===== src/rtl/spi_slave_ctrl.sv =====
// SPI slave front end for the 10-bit-command SPI RAM: frame deserialiser, read-address/read-data
// ordering and MISO serialiser. Define SPI_CTRL_RD_TIMEOUT_EN to bound the wait for RAM read data.
module spi_slave_ctrl #(
  parameter int FRAME_W    = 10,
  parameter int DATA_W     = 8,
  parameter int RD_TIMEOUT = 8
) (
  input  logic               clk,
  input  logic               rst_n,
  input  logic               SS_n,
  input  logic               MOSI,
  output logic               MISO,
  output logic [FRAME_W-1:0] rx_data,
  output logic               rx_valid,
  input  logic [DATA_W-1:0]  tx_data,
  input  logic               tx_valid
);

  localparam int CNT_W    = $clog2(FRAME_W);
  localparam int TX_CNT_W = $clog2(DATA_W);

  localparam logic [CNT_W-1:0]    CNT_ZERO = {CNT_W{1'b0}};
  localparam logic [CNT_W-1:0]    CNT_ONE  = {{(CNT_W-1){1'b0}}, 1'b1};
  localparam logic [CNT_W-1:0]    CNT_LAST = CNT_W'(FRAME_W - 1);
  localparam logic [TX_CNT_W-1:0] TX_ZERO  = {TX_CNT_W{1'b0}};
  localparam logic [TX_CNT_W-1:0] TX_ONE   = {{(TX_CNT_W-1){1'b0}}, 1'b1};
  localparam logic [TX_CNT_W-1:0] TX_LAST  = TX_CNT_W'(DATA_W - 1);

  if (FRAME_W < 3 || DATA_W < 2 || RD_TIMEOUT < 1) begin : g_param_check
    $error("spi_slave_ctrl: FRAME_W >= 3, DATA_W >= 2 and RD_TIMEOUT >= 1 are required");
  end

  typedef enum logic [2:0] {
    IDLE      = 3'd0,
    CHK_CMD   = 3'd1,
    WRITE     = 3'd2,
    READ_ADD  = 3'd3,
    READ_DATA = 3'd4
  } state_e;

  state_e              state_r;
  logic [FRAME_W-2:0]  frame_sr_r;
  logic [CNT_W-1:0]    bit_cnt_r;
  logic [FRAME_W-1:0]  rx_data_r;
  logic                rx_valid_r;
  logic                rd_addr_seen_r;
  logic [DATA_W-1:0]   tx_sr_r;
  logic [TX_CNT_W-1:0] tx_cnt_r;
  logic                tx_busy_r;
  logic                tx_done_r;
  logic                miso_r;
  logic                tx_wait_s;

`ifdef SPI_CTRL_RD_TIMEOUT_EN
  localparam int                WAIT_W    = $clog2(RD_TIMEOUT + 1);
  localparam logic [WAIT_W-1:0] WAIT_ZERO = {WAIT_W{1'b0}};
  localparam logic [WAIT_W-1:0] WAIT_ONE  = {{(WAIT_W-1){1'b0}}, 1'b1};
  localparam logic [WAIT_W-1:0] WAIT_LAST = WAIT_W'(RD_TIMEOUT - 1);
  logic [WAIT_W-1:0] wait_cnt_r;
`endif

  // Read data is only accepted once the frame is in and its rx_valid pulse has passed.
  always_comb begin
    tx_wait_s = (state_r == READ_DATA) && (bit_cnt_r == CNT_ZERO) && !rx_valid_r &&
                !tx_busy_r && !tx_done_r;
  end

  // Transaction sequencer: frame capture, read ordering and MISO serialisation.
  always_ff @(posedge clk or negedge rst_n) begin
    if (!rst_n) begin
      state_r        <= IDLE;
      frame_sr_r     <= {(FRAME_W-1){1'b0}};
      bit_cnt_r      <= CNT_ZERO;
      rx_data_r      <= {FRAME_W{1'b0}};
      rx_valid_r     <= 1'b0;
      rd_addr_seen_r <= 1'b0;
      tx_sr_r        <= {DATA_W{1'b0}};
      tx_cnt_r       <= TX_ZERO;
      tx_busy_r      <= 1'b0;
      tx_done_r      <= 1'b0;
      miso_r         <= 1'b0;
`ifdef SPI_CTRL_RD_TIMEOUT_EN
      wait_cnt_r     <= WAIT_ZERO;
`endif
    end else begin
      rx_valid_r <= 1'b0;
      if (SS_n) begin
        // Abort/end: rd_addr_seen is deliberately kept so an interrupted read retries.
        state_r   <= IDLE;
        bit_cnt_r <= CNT_ZERO;
        tx_cnt_r  <= TX_ZERO;
        tx_busy_r <= 1'b0;
        tx_done_r <= 1'b0;
        miso_r    <= 1'b0;
`ifdef SPI_CTRL_RD_TIMEOUT_EN
        wait_cnt_r <= WAIT_ZERO;
`endif
      end else begin
        case (state_r)
          IDLE: begin
            state_r <= CHK_CMD;
          end
          CHK_CMD: begin
            frame_sr_r <= {{(FRAME_W-2){1'b0}}, MOSI};
            bit_cnt_r  <= CNT_LAST;
            tx_busy_r  <= 1'b0;
            tx_done_r  <= 1'b0;
`ifdef SPI_CTRL_RD_TIMEOUT_EN
            wait_cnt_r <= WAIT_ZERO;
`endif
            if (!MOSI) begin
              state_r <= WRITE;
            end else if (rd_addr_seen_r) begin
              state_r <= READ_DATA;
            end else begin
              state_r <= READ_ADD;
            end
          end
          WRITE, READ_ADD, READ_DATA: begin
            if (bit_cnt_r != CNT_ZERO) begin
              frame_sr_r <= {frame_sr_r[FRAME_W-3:0], MOSI};
              bit_cnt_r  <= bit_cnt_r - CNT_ONE;
              if (bit_cnt_r == CNT_ONE) begin
                rx_data_r  <= {frame_sr_r, MOSI};
                rx_valid_r <= 1'b1;
                if (state_r == READ_ADD) begin
                  rd_addr_seen_r <= 1'b1;
                end
              end
            end else if (state_r == READ_DATA) begin
              if (tx_busy_r) begin
                if (tx_cnt_r != TX_ZERO) begin
                  miso_r   <= tx_sr_r[DATA_W-1];
                  tx_sr_r  <= {tx_sr_r[DATA_W-2:0], 1'b0};
                  tx_cnt_r <= tx_cnt_r - TX_ONE;
                end else begin
                  miso_r    <= 1'b0;
                  tx_busy_r <= 1'b0;
                  tx_done_r <= 1'b1;
                end
              end else if (tx_wait_s && tx_valid) begin
                // MSB goes out straight from tx_data; the rest shifts from tx_sr_r.
                miso_r         <= tx_data[DATA_W-1];
                tx_sr_r        <= {tx_data[DATA_W-2:0], 1'b0};
                tx_cnt_r       <= TX_LAST;
                tx_busy_r      <= 1'b1;
                rd_addr_seen_r <= 1'b0;
`ifdef SPI_CTRL_RD_TIMEOUT_EN
              end else if (tx_wait_s) begin
                if (wait_cnt_r == WAIT_LAST) begin
                  tx_done_r      <= 1'b1;
                  rd_addr_seen_r <= 1'b0;
                end else begin
                  wait_cnt_r <= wait_cnt_r + WAIT_ONE;
                end
`endif
              end
            end
          end
          default: begin
            state_r <= IDLE;
          end
        endcase
      end
    end
  end

  assign MISO     = miso_r;
  assign rx_data  = rx_data_r;
  assign rx_valid = rx_valid_r;

endmodule

===== config.mk =====
export PLATFORM = sky130hd
export DESIGN_NAME = spi_slave_ctrl
export DESIGN_NICKNAME = d
export VERILOG_FILES = /design/src/rtl/spi_slave_ctrl.sv
export SDC_FILE = /design/constraint.sdc
export NUM_CORES = 1
export LEC_CHECK = 0
export ABC_AREA = 1
export CORE_MARGIN = 5
export CORE_UTILIZATION = 50
export DETAILED_ROUTE_END_ITERATION = 8
export PLACE_DENSITY = 0.72
export SLEW_MARGIN = 25
export SYNTH_ARGS = -nofsm -noshare
export SYNTH_HDL_FRONTEND = slang
export SYNTH_SLANG_ARGS = --single-unit

===== constraint.sdc =====
create_clock -name clk -period 1.55 [get_ports clk]
set_clock_uncertainty 0.1 [all_clocks]
set_input_delay 0.31 -clock clk [delete_from_list [all_inputs] [get_ports clk]]
set_output_delay 0.31 -clock clk [all_outputs]
set_load 0.005 [all_outputs]

-- Word level (Yosys, flattened, before mapping)
Index checks and enable logic that the tools add are counted.
- register bits after elaboration: 42
- input port bits: 13
- output and inout port bits: 12
- logic and storage cells: 112
- add/subtract/negate cells: 2
- eq/ne operators: 18
- muxes and demuxes: 49
- bitwise logic cells: 2
- reduce and logical (&&, ||, !) cells: 30
- operator list (cell ; count):
    2-to-1 mux 3 bit ; 10
    2-to-1 mux 1 bit ; 28
    2-to-1 mux 8 bit ; 3
    one-hot mux 9 bit (2 select lines) ; 1
    inequality test 3 bit, second input constant ; 5
    nonzero test 2 bit ; 6
    AND reduction 5 bit ; 2
    2-to-1 mux 9 bit ; 1
    one-hot mux 3 bit (3 select lines) ; 1
    nonzero test 3 bit ; 3
    2-to-1 mux 4 bit ; 2
    inequality test 2 x 1 -> 1 bit, second input constant ; 4
    one-hot mux 4 bit (2 select lines) ; 1
    AND reduction 4 bit ; 2
    AND reduction 7 bit ; 1
    equality test 3 x 2 -> 1 bit, second input constant ; 2
    inequality test 2 bit, second input constant ; 3
    AND reduction 3 bit ; 2
    AND reduction 6 bit ; 1
    logical AND 1 bit ; 5
    equality test 4 x 1 -> 1 bit, second input constant ; 1
    logical NOT 4 bit ; 1
    one-hot mux 1 bit (2 select lines) ; 2
    nonzero test 4 bit ; 1
    other kinds (10) ; 13

-- Logic depth before layout (Yosys ltp)
- depth after elaboration: 12
- gate-level depth with buffers: 10
- mapped depth without buffers: 10

-- Worst setup path after synthesis
No wires, ideal clock.
- path kind: register to register
- start: register bit_cnt_r[0]
- end: register tx_sr_r[1]
- setup time: 0.117 ns
- arrival time: 1.334 ns
- data required time: 1.333 ns
- setup slack: -0.001 ns
- stages on the path, launching flop included: 10
- path buffers: 0
- period minus slack after synthesis: 1.551 ns
- path through: dfrtp_1 inv_1 ha_1 nand3_4 inv_1 nand2_1 nor2_4 nand2_2 nand2_1 nand2_1
- cells in the longest elaborated chain, start to end: 8
- elaborated cells between the ends (all ways): 10
- classes of those cells: bitwise (1); reduce/logical (9)
- RTL lines (item ; line ; text):
    start, declared ; 43 ; logic [CNT_W-1:0] bit_cnt_r;
    start signal, assigned ; 122 ; bit_cnt_r <= bit_cnt_r - CNT_ONE;
    logical NOT 4 bit ; 64 ; tx_wait_s = (state_r == READ_DATA) && (bit_cnt_r == CNT_ZERO) && !rx_valid_r &&
    logical AND 1 bit (3 in series) ; 64 ;
    logical AND 1 bit ; 65 ; !tx_busy_r && !tx_done_r;
    logical AND 1 bit ; 141 ; end else if (tx_wait_s && tx_valid) begin
    nonzero test 2 bit (no source line) ; n/a ;
    AND reduction 6 bit (no source line) (*) ; n/a ;
    end signal, assigned ; 77 ; tx_sr_r <= {DATA_W{1'b0}};
    end signal, assigned ; 134 ; tx_sr_r <= {tx_sr_r[DATA_W-2:0], 1'b0};
    end signal, assigned ; 144 ; tx_sr_r <= {tx_data[DATA_W-2:0], 1'b0};
    end, declared ; 47 ; logic [DATA_W-1:0] tx_sr_r;
Every way passes the cells marked *; elsewhere a longest branch is shown, timed or not.
A chain may end at the register's enable or synchronous reset.

-- Final worst setup path
- start: register bit_cnt_r[1]
- end: register rx_data_r[3], in the netlist rx_data[3]
- cells in the longest elaborated chain, start to end: 2
- elaborated cells between the ends (all ways): 3
- classes of those cells: eq/ne (1); reduce/logical (2)
- RTL lines (item ; line ; text):
    equality test 4 x 1 -> 1 bit or nonzero test 4 bit (tied branches) ; 123, 120 ;
    AND reduction 4 bit (no source line) (*) ; n/a ;
    end signal, assigned ; 74 ; rx_data_r <= {FRAME_W{1'b0}};
    end signal, assigned ; 124 ; rx_data_r <= {frame_sr_r, MOSI};
    end, declared ; 44 ; logic [FRAME_W-1:0] rx_data_r;
Marks and branches as above.

==> run summary <==
Status -> finished with violations
Failing checks -> negative setup slack
Crit Path Max Fanout -> 10
Most frequent cells in the layout -> nand2_1 (61), dfrtp_1 (41), nand2_2 (27), buf_4 (27), inv_1 (21)
Total power -> 3.11 mW
DR vias -> 1834
Number of global-route vias before repair -> 1867
Layout cells sized above 1 -> 0.338
Initial antenna violation count -> 0
Global route overflow -> 0
Via/cell ratio -> 5.00
Clock Tree Root -> clkbuf_8
Critical Path RT -> 1.63 ns
Max Cap Viol -> 0
CTS tree -> done
CTS Buf Count -> 5
Period utilization -> 1.05
Setup TNS -> -0.921 ns
TritonRoute pass-1 iters -> 4
Crit path kind -> reg -> reg
FMAX -> 0.615 GHz
Post-Route WL -> 4.95 mm
I/O pins -> 25
Crit. End Element -> flop
Wirelength per Cell -> 13.5 um
Clock-pin slew on the worst setup and hold paths -> 0.08 ns
Iter 0 DRT Violations -> 107
Post-Syn Instances -> 255
Area growth syn-to-layout -> 39.2%
CTS Buffer Depth -> 2
RSZ-0062 raised after global routing -> yes
Worst Max-Slew Pin Slew -> 0.338 ns
Post-Syn Nets -> 273
Worst IR Drop VDD -> 0.000747 V
Synth Register Bits -> 41
Final hold violation count -> 0
Post-DRT Antenna Nets -> 0
Yosys Warn Count -> 0
CP cell instances -> inv_2, ha_4, nand3_4, nand2_4, buf_12, nor2_8, nand2_8, buf_12, nand2_2, o21ai_2
Nets -> 334
Max incr delay on CP -> 0.37 ns
Port Buffer Count -> 24
Worst path slowest cell -> dfrtp_1
Slew HR -> 0.775
Worst setup margin -> -0.0752 ns
Min-Delay Path Class -> in -> async
All-Layer GR Usage -> 0.197
Clock sink count -> 41
Most used cell, CP -> buf_12
Unique masters post-synth -> 32
Placer Congestion -> 0.842
Tmin final -> 1.63 ns
Final HPWL DP -> 3.30 mm
Commonest non-fill, non-tap cell in the layout -> nand2_1
Setup crit start kind -> flop
Die Ht -> 75.5 um
DRC violations left -> 0
Core area -> 4090 um2
Antenna Diode Count -> 0
H-tree depth -> 2
Post-place setup slack -> -0.252 ns
P per Cell Area -> 1040 nW/um2
Cell Area, Synth -> 2150 um2
Starting Density -> 0.525
Clk_lat worst skew -> 0.29 ns
Max-slew violation count -> 0
Setup Viol. Count Final -> 24
First-pass GRT wire length -> 8.39 mm
Chip width -> 75.5 um
Leakage -> 1.55 nW
Sequential fraction of the synthesis area -> 0.478
Critical Path AT -> 1.70 ns
Maximum number of pins on one net before global-route repair -> 30
Row count -> 23
Synth Area per Inst -> 8.41 um2
Die ar. -> 5700 um2
==> registers in the layout, summed over array words and instances (netlist names) <==
name / flops
tx_sr_r: 7
rd_addr_seen_r: 1
state_r: 3
bit_cnt_r: 4
MISO: 1
rx_data: 10
tx_busy_r: 1
rx_valid: 1
tx_done_r: 1
tx_cnt_r: 3
frame_sr_r: 9
==> repair_timing <==
item,in CTS,in global routing
hold endpoints to repair,12,0
gates cloned,2,0
setup endpoints to repair,45,38
gates resized for setup,28,29
buffers inserted,5,1
hold buffers,1,0
pin swaps,7,8
==> final timing paths <==
path / start / to / slack [ns] / depth (start not counted)
max: bit_cnt_r[1]$_DFFE_PN0P_ / rx_data[3]$_DFFE_PN0P_ / -0.08 / 10
min: rst_n / state_r[2]$_DFFE_PN0N_ / 0.35 / 2
max reg2reg: bit_cnt_r[1]$_DFFE_PN0P_ / rx_data[3]$_DFFE_PN0P_ / -0.08 / 10
min reg2reg: tx_cnt_r[1]$_DFFE_PN0P_ / tx_cnt_r[1]$_DFFE_PN0P_ / 0.38 / 2
max in group asynchronous: rst_n / rx_data[5]$_DFFE_PN0P_ / 0.54 / 3
min in group clk: tx_cnt_r[1]$_DFFE_PN0P_ / tx_cnt_r[1]$_DFFE_PN0P_ / 0.38 / 2
==> Yosys cell counts <==
cell type	instances	share of area
nand2_1	85	0.15
dfrtp_1	41	0.48
inv_1	24	0.042
nand3_1	21	0.049
o21ai_0	12	0.028
nor2_1	9	0.016
o21ai_2	9	0.037
nand2_2	7	0.020
a21oi_1	5	0.012
ha_1	5	0.029
buf_6	4	0.021
inv_2	4	0.0070
nand2_4	3	0.016
o21ai_1	3	0.0070
nand4_1	2	0.0058
nor2_2	2	0.0058
nor2_4	2	0.010
nor3b_1	2	0.0070
xnor2_1	2	0.0082
a21boi_0	1	0.0035
and3_1	1	0.0029
buf_2	1	0.0023
buf_4	1	0.0035
clkbuf_1	1	0.0017
clkinv_4	1	0.0041
inv_4	1	0.0029
nand3_4	1	0.0082
nand3b_1	1	0.0035
nor2_8	1	0.0093
nor3_1	1	0.0023
o32ai_1	1	0.0041
o41ai_1	1	0.0041
==> logic make-up (layout without fill, tap and decap cells) <==
family | after synthesis | after routing | synth area share
simple gates | 138 | 138 | 0.305
flops | 41 | 41 | 0.478
buf+inv | 37 | 99 | 0.0845
compound gates | 32 | 32 | 0.0950
fa+ha+maj | 5 | 5 | 0.0292
xor+xnor | 2 | 2 | 0.00816
==> metal layers <==
metal,global-route usage,vias up,routed length (um)
met4,0.0621,0,57
met2,0.327,32,2540
met1,0.258,864,2200
li1,-,932,-
met5,0,-,0
met3,0.0435,6,142
==> power by group <==
part           internal (mW)  leakage, nW  total [mW]  switching, mW
Combinational          0.462        0.932       0.978          0.516
Clock                  0.523       0.0574       0.887          0.364
Sequential              1.17        0.560        1.25         0.0758
==> worst max-delay path: cells and delay by family, from the launching register on <==
kind / cells / cell delay, ns
buffers and inverters: 3 / 0.35
DFF: 1 / 0.37
adders and majority gates: 1 / 0.16
and+or+nand+nor: 5 / 0.48
AOI/OAI and AO/OA: 1 / 0.05
==> per-stage QoR <==
stage	utilization	hold WS [ns]	cells	instance area, um2
after detailed placement	0.644	0.128	350	2630
final	0.731	0.349	367	2990
after floorplan	-	-0.0856	255	2150
after global routing	0.731	0.381	367	2990
after CTS	0.713	0.354	366	2920
after global placement	0.644	0.126	350	2630
==> cell type report <==
type / count / area [um2]
timing repair buffer: 61 / 602
sequential: 41 / 1030
clock inverter: 2 / 37.5
inverter: 30 / 120
multi-input combinational: 177 / 1060
tap: 50 / 62.6
fill: 293 / 1100
clock buffer: 6 / 82.6
(Power assumes the default switching activity.)
